[config.mk]
export PLATFORM = sky130hd
export DESIGN_NAME = ps2_receptor
export DESIGN_NICKNAME = d
export VERILOG_FILES = /design/src/rtl/ps2_pkg.sv /design/src/rtl/ps2_filtro_flanco.sv /design/src/rtl/ps2_receptor.sv
export SDC_FILE = /design/constraint.sdc
export NUM_CORES = 1
export LEC_CHECK = 0
export CORE_MARGIN = 2
export CORE_UTILIZATION = 30
export CTS_BUF_LIST = sky130_fd_sc_hd__clkbuf_4 sky130_fd_sc_hd__clkbuf_8
export DETAILED_ROUTE_END_ITERATION = 7
export PLACE_DENSITY_LB_ADDON = 0.08
export SLEW_MARGIN = 5
export SYNTH_ARGS = -nofsm -noshare
export SYNTH_HDL_FRONTEND = slang
export SYNTH_SLANG_ARGS = --single-unit
[constraint.sdc]
create_clock -name clk -period 3.6 [get_ports clk]
set_input_delay 0.36 -clock clk [delete_from_list [all_inputs] [get_ports clk]]
set_output_delay 0.36 -clock clk [all_outputs]
set_load 0.01 [all_outputs]
[src/rtl/ps2_pkg.sv]
// Shared types and defaults for the PS/2 receiver.
// Optional parity checking is selected with the PS2_PARITY_CHECK_EN macro.
package ps2_pkg;

    typedef enum logic [1:0] {
        IDLE = 2'd0,
        RECV = 2'd1,
        FIN  = 2'd2
    } state_e;

    localparam int unsigned PS2_FRAME_BITS     = 11;
    localparam int unsigned PS2_SHIFT_BITS     = PS2_FRAME_BITS - 1;
    localparam int unsigned PS2_CNT_W          = 4;
    localparam int unsigned FILTER_LEN_DEF     = 8;
    localparam int unsigned TIMEOUT_CYCLES_DEF = 50000;

    // Frame payload after the start bit, in arrival order LSB first.
    typedef struct packed {
        logic       stop;
        logic       parity;
        logic [7:0] data;
    } ps2_frame_t;

endpackage

[src/rtl/ps2_filtro_flanco.sv]
// Synchronises ps2c/ps2d, deglitches ps2c and emits a one-cycle pulse on
// each filtered falling edge of the PS/2 clock.
module ps2_filtro_flanco
    import ps2_pkg::*;
#(
    parameter int unsigned FILTER_LEN = FILTER_LEN_DEF
) (
    input  logic clk,
    input  logic rst,
    input  logic ps2c_i,
    input  logic ps2d_i,
    output logic fall_o,
    output logic ps2d_o
);

    logic [1:0]            c_sync_q;
    logic [1:0]            d_sync_q;
    logic [FILTER_LEN-1:0] filt_q, filt_d;
    logic                  level_q, level_d;
    logic                  fall_q, fall_d;

    // Level changes only once the whole window agrees.
    always_comb begin
        filt_d  = {c_sync_q[1], filt_q[FILTER_LEN-1:1]};
        level_d = level_q;
        if (&filt_q) begin
            level_d = 1'b1;
        end else if (~|filt_q) begin
            level_d = 1'b0;
        end
        fall_d = level_q & ~level_d;
    end

    always_ff @(posedge clk or negedge rst) begin
        if (!rst) begin
            c_sync_q <= 2'b11;
            d_sync_q <= 2'b11;
            filt_q   <= '1;
            level_q  <= 1'b1;
            fall_q   <= 1'b0;
        end else begin
            c_sync_q <= {c_sync_q[0], ps2c_i};
            d_sync_q <= {d_sync_q[0], ps2d_i};
            filt_q   <= filt_d;
            level_q  <= level_d;
            fall_q   <= fall_d;
        end
    end

    assign fall_o = fall_q;
    assign ps2d_o = d_sync_q[1];

endmodule

[src/rtl/ps2_receptor.sv]
// PS/2 keyboard frame receiver with watchdog; presents scan codes on dato/tick.
// Define PS2_PARITY_CHECK_EN to reject frames with bad odd parity.
module ps2_receptor
    import ps2_pkg::*;
#(
    parameter int unsigned FILTER_LEN     = FILTER_LEN_DEF,
    parameter int unsigned TIMEOUT_CYCLES = TIMEOUT_CYCLES_DEF
) (
    input  logic       clk,
    input  logic       rst,
    input  logic       ps2c,
    input  logic       ps2d,
    input  logic       rx_en,
    output logic [7:0] dato,
    output logic       tick,
    output logic       frame_err
);

    localparam int unsigned WD_W = $clog2(TIMEOUT_CYCLES + 1);

    logic                 fall;
    logic                 ps2d_s;
    state_e               state_q, state_d;
    logic [PS2_CNT_W-1:0] cnt_q, cnt_d;
    logic [WD_W-1:0]      wd_q, wd_d;
    ps2_frame_t           sh_q, sh_d;
    logic [7:0]           dato_q, dato_d;
    logic                 tick_q, tick_d;
    logic                 err_q, err_d;
    logic                 frame_ok_c;

    ps2_filtro_flanco #(
        .FILTER_LEN(FILTER_LEN)
    ) u_filtro (
        .clk   (clk),
        .rst   (rst),
        .ps2c_i(ps2c),
        .ps2d_i(ps2d),
        .fall_o(fall),
        .ps2d_o(ps2d_s)
    );

    // Next-state and output decode; the frame verdict is issued with the
    // last falling edge so tick/frame_err land in the FIN cycle.
    always_comb begin
        state_d    = state_q;
        cnt_d      = cnt_q;
        wd_d       = wd_q;
        sh_d       = sh_q;
        dato_d     = dato_q;
        tick_d     = 1'b0;
        err_d      = 1'b0;
        frame_ok_c = 1'b0;

        case (state_q)
            IDLE: begin
                wd_d = '0;
                if (fall && rx_en && !ps2d_s) begin
                    state_d = RECV;
                    cnt_d   = PS2_CNT_W'(PS2_SHIFT_BITS - 1);
                end
            end
            RECV: begin
                if (fall) begin
                    sh_d = ps2_frame_t'({ps2d_s, sh_q[PS2_SHIFT_BITS-1:1]});
                    wd_d = '0;
`ifdef PS2_PARITY_CHECK_EN
                    frame_ok_c = sh_d.stop & (^{sh_d.data, sh_d.parity});
`else
                    frame_ok_c = sh_d.stop;
`endif
                    if (cnt_q == '0) begin
                        state_d = FIN;
                        if (frame_ok_c) begin
                            dato_d = sh_d.data;
                            tick_d = 1'b1;
                        end else begin
                            err_d = 1'b1;
                        end
                    end else begin
                        cnt_d = cnt_q - PS2_CNT_W'(1);
                    end
                end else if (wd_q == WD_W'(TIMEOUT_CYCLES - 1)) begin
                    state_d = IDLE;
                    err_d   = 1'b1;
                    wd_d    = '0;
                    cnt_d   = '0;
                end else begin
                    wd_d = wd_q + WD_W'(1);
                end
            end
            FIN: begin
                state_d = IDLE;
                cnt_d   = '0;
                wd_d    = '0;
            end
            default: begin
                state_d = IDLE;
                cnt_d   = '0;
                wd_d    = '0;
            end
        endcase
    end

    always_ff @(posedge clk or negedge rst) begin
        if (!rst) begin
            state_q <= IDLE;
            cnt_q   <= '0;
            wd_q    <= '0;
            sh_q    <= '0;
            dato_q  <= 8'h00;
            tick_q  <= 1'b0;
            err_q   <= 1'b0;
        end else begin
            state_q <= state_d;
            cnt_q   <= cnt_d;
            wd_q    <= wd_d;
            sh_q    <= sh_d;
            dato_q  <= dato_d;
            tick_q  <= tick_d;
            err_q   <= err_d;
        end
    end

    assign dato      = dato_q;
    assign tick      = tick_q;
    assign frame_err = err_q;

endmodule

==> results.txt, run 1 <==
----------------------------------------------------
[Timing]
  Setup repair after global routing missed its margin ... false
  Skew final ... 0.0163 ns
  Worst relative slew slack ... 44.1%
  Setup slack after layout ... 1.67 ns
  Final critical delay including setup and external delays ... 1.93 ns
  Total count of max-transition violations in the final report ... 0
  Fmax ... 0.519 GHz
  Post-route worst hold slack ... 0.135 ns
  Ratio of final minimum period to clock period ... 53.6%
  Final hold vios ... 0
  Setup TNS ... 0 ns
  Count of endpoints failing setup in the final report ... 0
  Pin slew with the least headroom to its limit ... 0.838 ns

[Floorplanning]
  Die Ht ... 93.3 um
  Effective utilization at floorplan ... 30.9%
  Die Outline Area ... 8700 um^2
  Floorplan row count ... 32
  Number of ports placed on the die boundary ... 15
  Die extent in x ... 93.3 um
  Core outline area ... 7730 um^2

[Clocking]
  CTS tree ... yes
  Clock latency on the worst-skew pair ... 0.32 ns
  Clock buffer depth ... 2
  Clock edge transition at the registers on the reported setup and hold paths ... 0.12 ns
  Buffer count from post-CTS setup fixing ... 0
  Gates resized, CTS repair ... 0
  Hold-fix buffer count after cts ... 0
  CTS root buf ... clkbuf_8
  Count of clock tree sinks ... 55
  Total CTS buffers ... 5
  Number of H-tree levels ... 2

[Worst hold path]
  Hold crit path type ... in -> async

[Run status]
  Status ... complete, no violations

[Synthesis]
  Top post-synthesis cells by area ... dfrtp_1 44%, dfstp_2 14%, mux2_4 6.3%
  Post-Syn Instances ... 183
  Post-synthesis average cell area ... 13.1 um^2
  Post-synthesis sequential element count ... 55
  Async set-or-reset flop fraction in the synthesized netlist ... 100%
  Cell variety after synth ... 47
  Synthesized Nets ... 191
  Synthesized area ... 2390 um^2
  Fraction of the yosys area taken by sequential cells ... 58.2%
  Area share of the largest cell type after synthesis ... 44.0%
  Cell type contributing the most total cell area after synthesis ... dfrtp_1
  Synth Flop Type ... dfrtp_1
  Syn. warnings ... 0
  Count of flip-flops with a built-in enable after synthesis ... 0

[Flow run]
  Max-cap check violation count ... 0

[Setup path]
  Critical path capture point type ... flop
  Worst Setup Path Type ... reg -> reg
  Source of the worst register-to-register timing path ... cnt_q[0]
  Arrival time of data at the critical path endpoint ... 2.14 ns
  Required @ worst endpoint ... 3.81 ns
  Cell depth of the worst flop-to-flop path ... 6
  Critical register-to-register path endpoint ... cnt_q[3]
  Kind of launch point of the worst setup path ... flop
  R2r setup slk ... 1.67 ns
  Critical path peak fanout ... 4

[Global routing]
  Global Route met2 Usage ... 17.4%
  Largest net degree at the start of global routing ... 37
  Antenna violations before repair ... 0
  Grt ovf ... 0
  Wire length of the first global-routing pass ... 7690 um
  Global routing met3 resource utilization ... 2.98%
  Number of global-route vias before repair ... 1528
  Most congested layer reported by global routing ... met2
  Total global-route track usage ... 11.4%
  Met1 demand-to-capacity share in global routing ... 15.2%

[Drt]
  Routed wirelength normalized by instance count ... 14.7 um
  Remaining antenna violation count after routing ... 0
  Final WL ... 4470 um
  DRC violation count after routing ... 0
  Vias post-DR ... 1446
  Drt pass-1 iters ... 5
  Routed via count divided by cell count ... 4.77
  Initial detailed-routing violation count ... 40

[Power and ir drop]
  VDD IR max ... 0.208 mV
  Leak Pwr ... 1.22 nW
  Total Power Consumption ... 0.00121 W
  Power density of the placed cells ... 445 nW/um^2

[Final layout]
  Number of antenna diodes ... 0
  Commonest non-fill, non-tap cells in the layout ... 42 x dfrtp_1, 20 x nor2_1, 13 x clkdlybuf4s50_1, 13 x dfstp_2, 10 x mux2_4
  Count of nets after finishing ... 208
  Synth-to-layout area growth ... 13.9%
  Leading cell type in the layout, fill and taps excluded ... dfrtp_1
  Share of final-layout standard cells stronger than drive strength 1 ... 25.9%
  Cell area after layout ... 2720 um^2

[Place]
  Detail Placement HPWL ... 3030 um
  Cell area after placement ... 2630 um^2
  Gpl congestion ... 0.789
  Worst Setup Slack post-DPL ... 1.69 ns
  I/O Buffers ... 14

----------------------------------------------------
Yosys cell counts (2+ instances only):
cell / instances
dfstp_2: 13
xor2_1: 6
inv_1: 5
and4_1: 4
nand2b_1: 2
buf_2: 4
nand4_1: 4
dfrtp_1: 42
and3_1: 2
nand3b_1: 2
nand3_1: 5
ha_1: 3
or3b_1: 2
nand2_1: 7
nor4_1: 4
a21oi_1: 3
mux2_2: 9
and4bb_1: 2
nor2_1: 20
mux2_4: 10
nor3_1: 2
xnor2_1: 7
cell families (layout without fill, tap and decap cells):
group                      Yosys count  count (layout)  synth area share, %
DFF                                 55              55                 58.2
muxes                               20              20                 10.9
and+or+nand+nor                     67              67                 17.1
buffers and inverters               10              28                 2.09
adders and majority gates            3               3                 1.57
AOI/OAI and AO/OA                   15              15                 5.34
xor gates and xnor gates            13              13                 4.76
layout make-up:
type,count,area (um^2)
clock buffer,5,68.8
clock inverter,3,25.0
fill,753,5000
multi-input combinational,118,948
inverter,5,18.8
tap,102,128
timing repair buffer,15,143
sequential,55,1390
per-stage QoR:
stage | util [%] | std cells
after global routing | 35.2 | 303
after CTS | 35.2 | 303
final | 35.2 | 303
after global placement | 34.0 | 295
after floorplan | - | 183
after detailed placement | 34.0 | 295
flip-flops by register name, summed over array words and instances (netlist names), 2 cells and up:
register / cells
cnt_q: 4
dato: 8
sh_q: 9
state_q: 2
u_filtro.c_sync_q: 2
u_filtro.d_sync_q: 2
u_filtro.filt_q: 8
wd_q: 16
how the worst max path moves through the flow:
stage                     depth (start not counted)            start  slack (ns)        to
final                                             6         cnt_q[0]        1.67  cnt_q[3]
after global routing                              4  u_filtro.fall_o        1.58   dato[7]
after CTS                                         4  u_filtro.fall_o        1.68   dato[6]
after detailed placement                          6         cnt_q[0]        1.69  cnt_q[3]
after global placement                            4  u_filtro.fall_o        1.75   dato[0]
after floorplan                                   6         cnt_q[0]        1.88  cnt_q[1]
critical path: stages, from the launching register on:
cell	delay, ns
dfrtp_1	0.41
inv_1	0.14
ha_1	0.17
or3b_4	0.42
o22ai_2	0.23
o21bai_2	0.14
mux2_4	0.31
metal layers:
metal  routed length (um)  vias to the layer above
li1                     -                      682
met2                 2020                       32
met4                   99                        0
met5                    0                        -
met3                  190                       11
met1                 2160                      721
report_power, final:
part	leakage (nW)	switching [W]	internal, W	total [W]
Combinational	0.469	0.0000754	0.0000555	0.000131
Sequential	0.701	0.0000490	0.000668	0.000717
Clock	0.0452	0.000221	0.000142	0.000364
Total	1.22	0.000345	0.000866	0.00121
Power figures use the tool's default switching activity.
==> inputs of run 2 (changes only) <==
- clock period: 3.6 -> 1.96 ns (I/O delays scaled with it)
==> run 2 against run 1 <==
  * Fmax grew 4.6%
  * Final cell count grew 1.3%
  * First-iteration DRC count grew 100%
  * Power grew 92%
  * Combinational power grew 85%
==> results.txt, run 2 (synthesis results as in run 1) <==
----------------------------------------------------
[Final layout]
  # fillers ... 780 (+3.6%)
  Largest register FFs ... 16 (unchanged)
  Share of final-layout standard cells stronger than drive strength 1 ... 26.8% (+0.96 points)
  Leading cell type in the layout, fill and taps excluded ... dfrtp_1
  Number of antenna diodes ... 0 (unchanged)
  Register ranked first by flip-flop count ... wd_q
  Commonest non-fill, non-tap cells in the layout ... 42 x dfrtp_1, 20 x nor2_1, 13 x clkdlybuf4s50_1, 13 x dfstp_2, 10 x mux2_4
  Count of nets after finishing ... 212 (+1.9%)
  Post-layout utilization of the core ... 36.1% (+0.87 points)
  Synth-to-layout area growth ... 16.7%
  Registers with the highest flip-flop counts ... wd_q (16), sh_q (9)
  Non-filler instance count after layout ... 307 (+1.3%)

[Clocking]
  Buffer count from post-CTS setup fixing ... 0 (unchanged)
  Clock edge transition at the registers on the reported setup and hold paths ... 0.10 ns (-0.02 ns)
  Gates resized, CTS repair ... 0 (unchanged)
  CTS tree ... yes
  Total CTS buffers ... 5 (unchanged)
  Clock latency on the worst-skew pair ... 0.31 ns (about the same)
  CTS root buf ... clkbuf_8
  Number of H-tree levels ... 2 (unchanged)
  Hold-fix buffer count after cts ... 1 (+1)
  Count of clock tree sinks ... 55 (unchanged)
  Clock buffer depth ... 2 (unchanged)

[Floorplanning]
  Die Outline Area ... 8700 um^2 (unchanged)
  Number of ports placed on the die boundary ... 15 (unchanged)
  Core outline area ... 7730 um^2 (unchanged)
  Effective utilization at floorplan ... 30.9% (unchanged)
  Floorplan row count ... 32 (unchanged)
  Die Ht ... 93.3 um (unchanged)
  Die extent in x ... 93.3 um (unchanged)

[Worst hold path]
  Hold crit path type ... in -> reg
  Hold Path Cell Cnt ... 1
  Hold endpoint ... u_filtro.c_sync_q[0]
  Startpoint of the lowest-slack hold path ... ps2c

[Setup path]
  Largest incremental delay on the critical path ... 0.41 ns (about the same)
  Critical path peak fanout ... 4 (unchanged)
  Source of the worst register-to-register timing path ... cnt_q[0]
  Arrival time of data at the critical path endpoint ... 2.04 ns (-0.10 ns)
  List of cells traversed by the critical path ... inv_1 -> ha_1 -> or3b_4 -> o22ai_2 -> o21bai_2 -> mux2_4
  Worst Setup Path Type ... reg -> reg
  Critical register-to-register path endpoint ... cnt_q[3]
  Slowest cell on crit path ... dfrtp_1
  Cell depth of the worst flop-to-flop path ... 6 (unchanged)
  Critical path capture point type ... flop
  Kind of launch point of the worst setup path ... flop
  R2r setup slk ... 0.12 ns (-1.55 ns)
  CP Launch Point ... cnt_q[0]
  Required @ worst endpoint ... 2.16 ns (-1.65 ns)

[Place]
  Gpl congestion ... 0.746 (-5.5%)
  I/O Buffers ... 14 (unchanged)
  Placed Cells ... 298 (+1.0%)
  Detail Placement HPWL ... 3000 um (-1.1%)
  Worst Setup Slack post-DPL ... 0.116 ns (-1.58 ns)

[Global routing]
  Number of global-route vias before repair ... 1522 (-0.39%)
  Total global-route track usage ... 11.1% (-0.24 points)
  Wire length of the first global-routing pass ... 7580 um (-1.4%)
  Grt ovf ... 0 (unchanged)
  Largest net degree at the start of global routing ... 28 (-24%)
  Antenna violations before repair ... 0 (unchanged)

[Drt]
  Remaining antenna violation count after routing ... 0 (unchanged)
  Routed via count divided by cell count ... 4.70 (-1.5%)
  Routed wirelength normalized by instance count ... 13.9 um (-6.1%)
  Top routing layer in use ... met4
  Vias post-DR ... 1443 (-0.21%)
  Drt pass-1 iters ... 4 (-1)
  Final WL ... 4250 um (-4.8%)
  Length of routed met2 wiring ... 1950 um (-3.3%)
  Post-route met1 wirelength ... 2110 um (-2.7%)
  Initial detailed-routing violation count ... 81 (+100%)
  DRC violation count after routing ... 0 (unchanged)
  Metal3 WL ... 141 um (-26%)

[Flow run]
  Max-cap check violation count ... 0 (unchanged)

[Timing]
  Count of endpoints failing setup in the final report ... 0 (unchanged)
  Setup slack after layout ... 0.117 ns (-1.55 ns)
  Final critical delay including setup and external delays ... 1.84 ns (-0.0853 ns)
  Skew final ... 0.0104 ns (-0.00599 ns)
  Pin slew with the least headroom to its limit ... 0.337 ns (-0.501 ns)
  Ratio of final minimum period to clock period ... 94.0% (+40 points)
  Final hold vios ... 0 (unchanged)
  Setup repair after global routing missed its margin ... false
  Total count of max-transition violations in the final report ... 0 (unchanged)
  Worst relative slew slack ... 77.2% (+33 points)
  Fmax ... 0.543 GHz (+4.6%)
  Setup TNS ... 0 ns (unchanged)

[Power and ir drop]
  Power density of the placed cells ... 834 nW/um^2 (+88%)
  Combinational share of power ... 10.4% (-0.4 points)
  Sw Pwr ... 0.000604 W (+75%)
  Leak Pwr ... 1.25 nW (+3.0%)
  Internal portion of total power ... 0.00172 W (+99%)
  VDD IR max ... 0.316 mV (+52%)
  Switching share of power ... 25.9% (-2.6 points)
  Clock group share of total power ... 33.0% (+3.0 points)
  Reg power frac ... 56.6% (-2.6 points)

[Run status]
  Status ... complete, no violations

----------------------------------------------------
[run 2: metal layers]
layer,vias to the layer above,global-route usage [%]
met5,-,0
met4,0,3.68
met3,4,2.82
met2,19,17.4
met1,730,15.1
li1,690,-
[run 2: worst max-delay path by stage]
stage | depth (start not counted) | slack, ns | end
6_report | 6 | 0.12 | cnt_q[3]
4_1_cts | 6 | 0.1 | cnt_q[3]
3_5_place_dp | 6 | 0.12 | cnt_q[3]
3_3_place_gp | 6 | 0.17 | cnt_q[3]
5_1_grt | 6 | 0.02 | cnt_q[3]
2_1_floorplan | 6 | 0.24 | cnt_q[1]
[run 2: area by class of cell]
| class | instances | area, um^2 | area share, % |
|---|---|---|---|
| inverter | 5 | 18.8 | 0.672 |
| timing repair buffer | 19 | 188 | 6.72 |
| clock buffer | 5 | 68.8 | 2.47 |
| clock inverter | 3 | 47.5 | 1.70 |
| sequential | 55 | 1390 | 49.9 |
| tap | 102 | 128 | 4.57 |
| multi-input combinational | 118 | 948 | 34.0 |
[run 2: power by group through the flow]
stage | Sequential [W] | Combinational, W | Clock (W)
floorplan | 0.00131 | 0.000187 | 0
global placement | 0.00134 | 0.000240 | 0
detailed placement | 0.00134 | 0.000249 | 0
CTS | 0.00132 | 0.000248 | 0.000802
global route | 0.00134 | 0.000285 | 0.000853
finish | 0.00132 | 0.000243 | 0.000768
[run 2: critical path, delay by kind of cell (launching register included)]
family / cells / cell delay, ns
fa+ha+maj: 1 / 0.15
simple gates: 1 / 0.41
buf+inv: 1 / 0.12
compound gates: 2 / 0.33
mux: 1 / 0.31
flops: 1 / 0.41
[run 2: stage by stage]
| stage | hold WS, ns | total power, W | area (um^2) |
|---|---|---|---|
| finish | 0.287 | 0.00233 | 2790 |
| global route | 0.272 | 0.00248 | 2790 |
| CTS | 0.274 | 0.00237 | 2790 |
| detailed placement | 0.106 | 0.00159 | 2670 |
| global placement | 0.104 | 0.00158 | 2670 |
| floorplan | -0.0996 | 0.00150 | 2390 |
==> edit 1 (flow settings as in run 1) <==
The output `frame_err` loses its register stage (`err_q` becomes a continuous assignment).
--- a/src/rtl/ps2_receptor.sv
+++ b/src/rtl/ps2_receptor.sv
@@ -110,7 +110,6 @@
             sh_q    <= '0;
             dato_q  <= 8'h00;
             tick_q  <= 1'b0;
-            err_q   <= 1'b0;
         end else begin
             state_q <= state_d;
             cnt_q   <= cnt_d;
@@ -118,9 +117,10 @@
             sh_q    <= sh_d;
             dato_q  <= dato_d;
             tick_q  <= tick_d;
-            err_q   <= err_d;
         end
     end
+
+    assign err_q = err_d;
 
     assign dato      = dato_q;
     assign tick      = tick_q;
Behaviour: no difference found for any inputs over 10 cycles, from zero or initial values and one cycle with rst low; that may be too few to reach the edited logic, so the function may still have changed.
==> edit 1 against run 1 <==
  * Routed wire length shrank 5.3%
  * Sequential power shrank 2%
  * Power grew 3.6%
  * Clock skew shrank 0.012 ns
  * Register-to-register slack lost 0.05 ns
  * Clock power grew 15%
  * Synthesized area shrank 1.0%
  * Worst setup slack lost 0.65 ns
  * Sequential cell count shrank 1
  * Design area is essentially flat
  * Critical path type is now reg2out
==> edit 1: results (changes against run 1) <==
- Status: finished clean (unchanged)
- Worst skew pair latency: 0.31 ns
- Worst hold-check path type: in2async (unchanged)
- Worst R2R Setup Slack: 1.62 ns (was 1.67 ns)
- Worst path arrival time: 2.21 ns (was 2.14 ns)
- Post-cts resize count: 0 (unchanged)
- Cell family with the largest share of critical-path delay: buffers and inverters (was simple AND/OR/NAND/NOR gates)
- Via Count: 1,390 (was 1,446)
- Mean area per synthesized cell: 13.0 um^2 (was 13.1 um^2)
- Final setup fails: 0 (unchanged)
- Maximum number of pins on one net before global-route repair: 34 (was 37)
- Net switching power: 0.000331 W (was 0.000345 W)
- Port bufs: 14 (unchanged)
- GR Util All Layers: 10.9% (was 11.4%)
- DR pass1 iterations: 4 (was 5)
- Postcts setup bufs: 0 (unchanged)
- Setup TNS: 0 ns (unchanged)
- Seq/Total Area, Yosys: 57.8% (was 58.2%)
- Post-DP HPWL: 2860 um (was 3030 um)
- Starting DRC count in detailed routing: 71 (was 40)
- Flop pwr share: 56.3% (was 59.2%)
- Yosys warning count: 0 (unchanged)
- Cts bufs inserted: 5 (unchanged)
- Avg WL per Cell: 14.0 um (was 14.7 um)
- Routability cong.: 0.795 (was 0.789)
- Largest registers: wd_q: 16 flops, sh_q: 9 flops (unchanged)
- CTS max path bufs: 2 (unchanged)
- Share of layout cells above drive strength 1: 26.0% (was 25.9%)
- Async S/R FF share, synth: 100% (unchanged)
- Least-Margin Pin Slew: 0.763 ns (was 0.838 ns)
- Slowest-stage cell, CP: clkdlybuf4s50_1 (was or3b_4)
- Placed inst area: 2610 um^2 (was 2630 um^2)
- First-pass GRT wire length: 7320 um (was 7690 um)
- Layout Skew: 0.00468 ns (was 0.0163 ns)
- CP Max Fanout: 4 (unchanged)
- P_clk: 0.000420 W (was 0.000364 W)
- Post-synth top cells: dfrtp_1, nor2_1, dfstp_2 (unchanged)
- Vias in the first global route: 1,496 (was 1,528)
- Root Buffer: clkbuf_8 (unchanged)
- Ant diodes: 0 (unchanged)
- Fin nets: 207 (was 208)
- Synth area leaders: dfrtp_1, dfstp_2, mux2_4 (unchanged)
- H-tree Lvls: 2 (unchanged)
- Syn_nets: 190 (was 191)
- Main synth FF type: dfrtp_1 (unchanged)
- R2R cell count: 4 (was 6)
- VDD IR max: 0.000163 V (was 0.000208 V)
- Static Leak: 1.22 nW (about the same)
- CTS clk-pin slew, worst paths: 0.10 ns (was 0.12 ns)
- WL final: 4230 um (was 4470 um)
- Placed instance count: 294 (was 295)
- Slowest Stage Delay on Critical Path: 0.53 ns (was 0.42 ns)
## edit 1: changes by cell type in the layout (fill, tap and decap cells not counted)
cell        change
inv_6           -1
bufinv_16       +1
clkinvlp_4      -1
dfrtp_1         -1
clkinv_4        +1
## edit 1: final cells by class
type | count | area (um^2)
multi-input cells | 118 | 948
repair buffers | 15 | 143
clock buffers | 5 | 68.8
flip-flops and latches | 54 | 1370
inverters | 5 | 18.8
fillers | 775 | 4970
clock inverters | 3 | 47.5
well taps | 102 | 128
## edit 1: metal layers
layer  GRT usage [%]  vias to the layer above  routed length (um)
li1                -                      672                   -
met1            14.3                      695                2060
met2            17.3                       19                2010
met3            2.44                        4                 113
met4            4.90                        0                  47
met5               0                        -                   0
## edit 1: cell families after synthesis
logic type	after synthesis	synth area share (%)
DFF	54	57.8
and+or+nand+nor	67	17.2
adders and majority gates	3	1.59
buffers and inverters	10	2.12
AOI/OAI and AO/OA	15	5.39
muxes	20	11.1
xor gates and xnor gates	13	4.81
## edit 1: per-stage QoR
step / total power (W) / setup slack, ns / hold WS, ns
2_1_floorplan: 0.000804 / 1.88 / 0.0644
3_3_place_gp: 0.000843 / 1.41 / 0.348
3_5_place_dp: 0.000849 / 1.36 / 0.347
4_1_cts: 0.00128 / 1.01 / 0.141
5_1_grt: 0.00133 / 0.907 / 0.160
6_report: 0.00125 / 1.03 / 0.116
## edit 1: final timing paths
check	startpoint	end
setup / recovery	cnt_q[0]	frame_err
hold / removal	rst	wd_q[12]
setup reg to reg	u_filtro.fall_o	dato[2]
hold reg to reg	u_filtro.d_sync_q[0]	u_filtro.d_sync_q[1]
max in group asynchronous	rst	u_filtro.d_sync_q[1]
min in group clk	u_filtro.d_sync_q[0]	u_filtro.d_sync_q[1]
==> edit 2 (settings of run 1) <==
Without the edit above. Change the package constant `PS2_CNT_W` from 4 to 3.
--- a/src/rtl/ps2_pkg.sv
+++ b/src/rtl/ps2_pkg.sv
@@ -10,7 +10,7 @@
 
     localparam int unsigned PS2_FRAME_BITS     = 11;
     localparam int unsigned PS2_SHIFT_BITS     = PS2_FRAME_BITS - 1;
-    localparam int unsigned PS2_CNT_W          = 4;
+    localparam int unsigned PS2_CNT_W          = 3;
     localparam int unsigned FILTER_LEN_DEF     = 8;
     localparam int unsigned TIMEOUT_CYCLES_DEF = 50000;
 
Function: no difference found for any inputs over 10 cycles, from zero or initial values and one cycle with rst low; that may be too few to reach the edited logic, so the function may still have changed.
==> edit 2 against run 1 <==
  * Die area is 7.6% lower
  * Worst setup slack better by 0.17 ns
  * Power is 13% higher
  * Design area is 5.3% lower
  * Sequential share of layout area is 1.9 points higher
  * Routed wire length is 11% lower
  * Synthesized area is 7.9% lower
  * Sequential cell count is 1 lower
  * Highest routed layer unchanged
==> edit 2: results (changes against run 1) <==
- Multi-input logic area: 796 um^2 (was 948 um^2)
- Synthesized netlist cell count: 190 (was 183)
- DR pass1 iterations: 4 (was 5)
- Via Count: 1,430 (was 1,446)
- FF+latch count: 54 (was 55)
- CTS clk-pin slew, worst paths: 0.09 ns (was 0.12 ns)
- Worst hold margin: 0.360 ns (was 0.135 ns)
- Worst R2R Setup Slack: 1.84 ns (was 1.67 ns)
- Met1 wire length: 1970 um (was 2160 um)
- Met1 Usage GRT: 15.4% (was 15.2%)
- Worst skew pair latency: 0.30 ns (was 0.32 ns)
- Maximum number of pins on one net before global-route repair: 41 (was 37)
- Worst R2R Start: cnt_q[1] (was cnt_q[0])
- Fin nets: 218 (was 208)
- Share of layout cells above drive strength 1: 18.5% (was 25.9%)
- Finished Cell Area: 2580 um^2 (was 2720 um^2)
- #MultiIn Comb: 126 (was 118)
- Status: finished clean (unchanged)
- WL final: 3980 um (was 4470 um)
- Clk cell area share: 4.37% (was 3.45%)
- Worst hold-check path type: reg2reg (was in2async)
- Post-synth cell types: 34 (was 47)
- Finished Layout Cells: 310 (was 303)
- Slew HR: 67.6% (was 44.1%)
- Synth area leaders: dfrtp_1, dfstp_2, nand2_1 (was dfrtp_1, dfstp_2, mux2_4)
- Met3 global-route usage: 3.02% (was 2.98%)
- Syn_nets: 198 (was 191)
- Port bufs: 14 (unchanged)
- Post-synth top cells: dfrtp_1, nand2_1, nor2_1 (was dfrtp_1, nor2_1, dfstp_2)
- Starting DRC count in detailed routing: 71 (was 40)
- Fillers: 690 (was 753)
- Clk_buf instances: 6 (was 5)
- Buffers outside the clock class: 16 (was 15)
- Achievable Freq: 568 MHz (was 519 MHz)
- WL met2: 1800 um (was 2020 um)
- First-pass GRT wire length: 6840 um (was 7690 um)
- Placed instance count: 301 (was 295)
- Met2 Use GR: 17.0% (was 17.4%)
- Net switching power: 0.000380 W (was 0.000345 W)
- GR Util All Layers: 11.2% (was 11.4%)
- Placed inst area: 2460 um^2 (was 2630 um^2)
- Syn-to-layout area delta: 17.1% (was 13.9%)
- Met3 WL post-DR: 160 um (was 190 um)
- Post-DP HPWL: 2730 um (was 3030 um)
- Worst path arrival time: 1.96 ns (was 2.14 ns)
- Static Leak: 1.16 nW (was 1.22 nW)
- Register Area: 1370 um^2 (was 1390 um^2)
- Hold-fix buffers, CTS: 1 (was 0)
- Layout Skew: 0.00656 ns (was 0.0163 ns)
-- edit 2: cell families after synthesis --
group                      share of synthesized area (%)
buffers and inverters                               1.76
muxes                                               4.09
and+or+nand+nor                                     20.3
xor gates and xnor gates                            5.57
AOI/OAI and AO/OA                                   4.49
DFF                                                 62.1
adders and majority gates                           1.70
-- edit 2: power groups by stage --
stage,Sequential (W),Combinational (W),Clock [W]
2_1_floorplan,0.000729,0.000175,0
3_3_place_gp,0.000744,0.000218,0
3_5_place_dp,0.000744,0.000230,0
4_1_cts,0.000734,0.000233,0.000423
5_1_grt,0.000746,0.000265,0.000454
6_report,0.000735,0.000230,0.000407
-- edit 2: worst max-delay path: stages, from the launching register on --
cell,delay (ns)
dfrtp_1,0.36
inv_1,0.06
ha_1,0.19
ha_1,0.26
and3_1,0.23
nand2_2,0.20
mux2_2,0.37
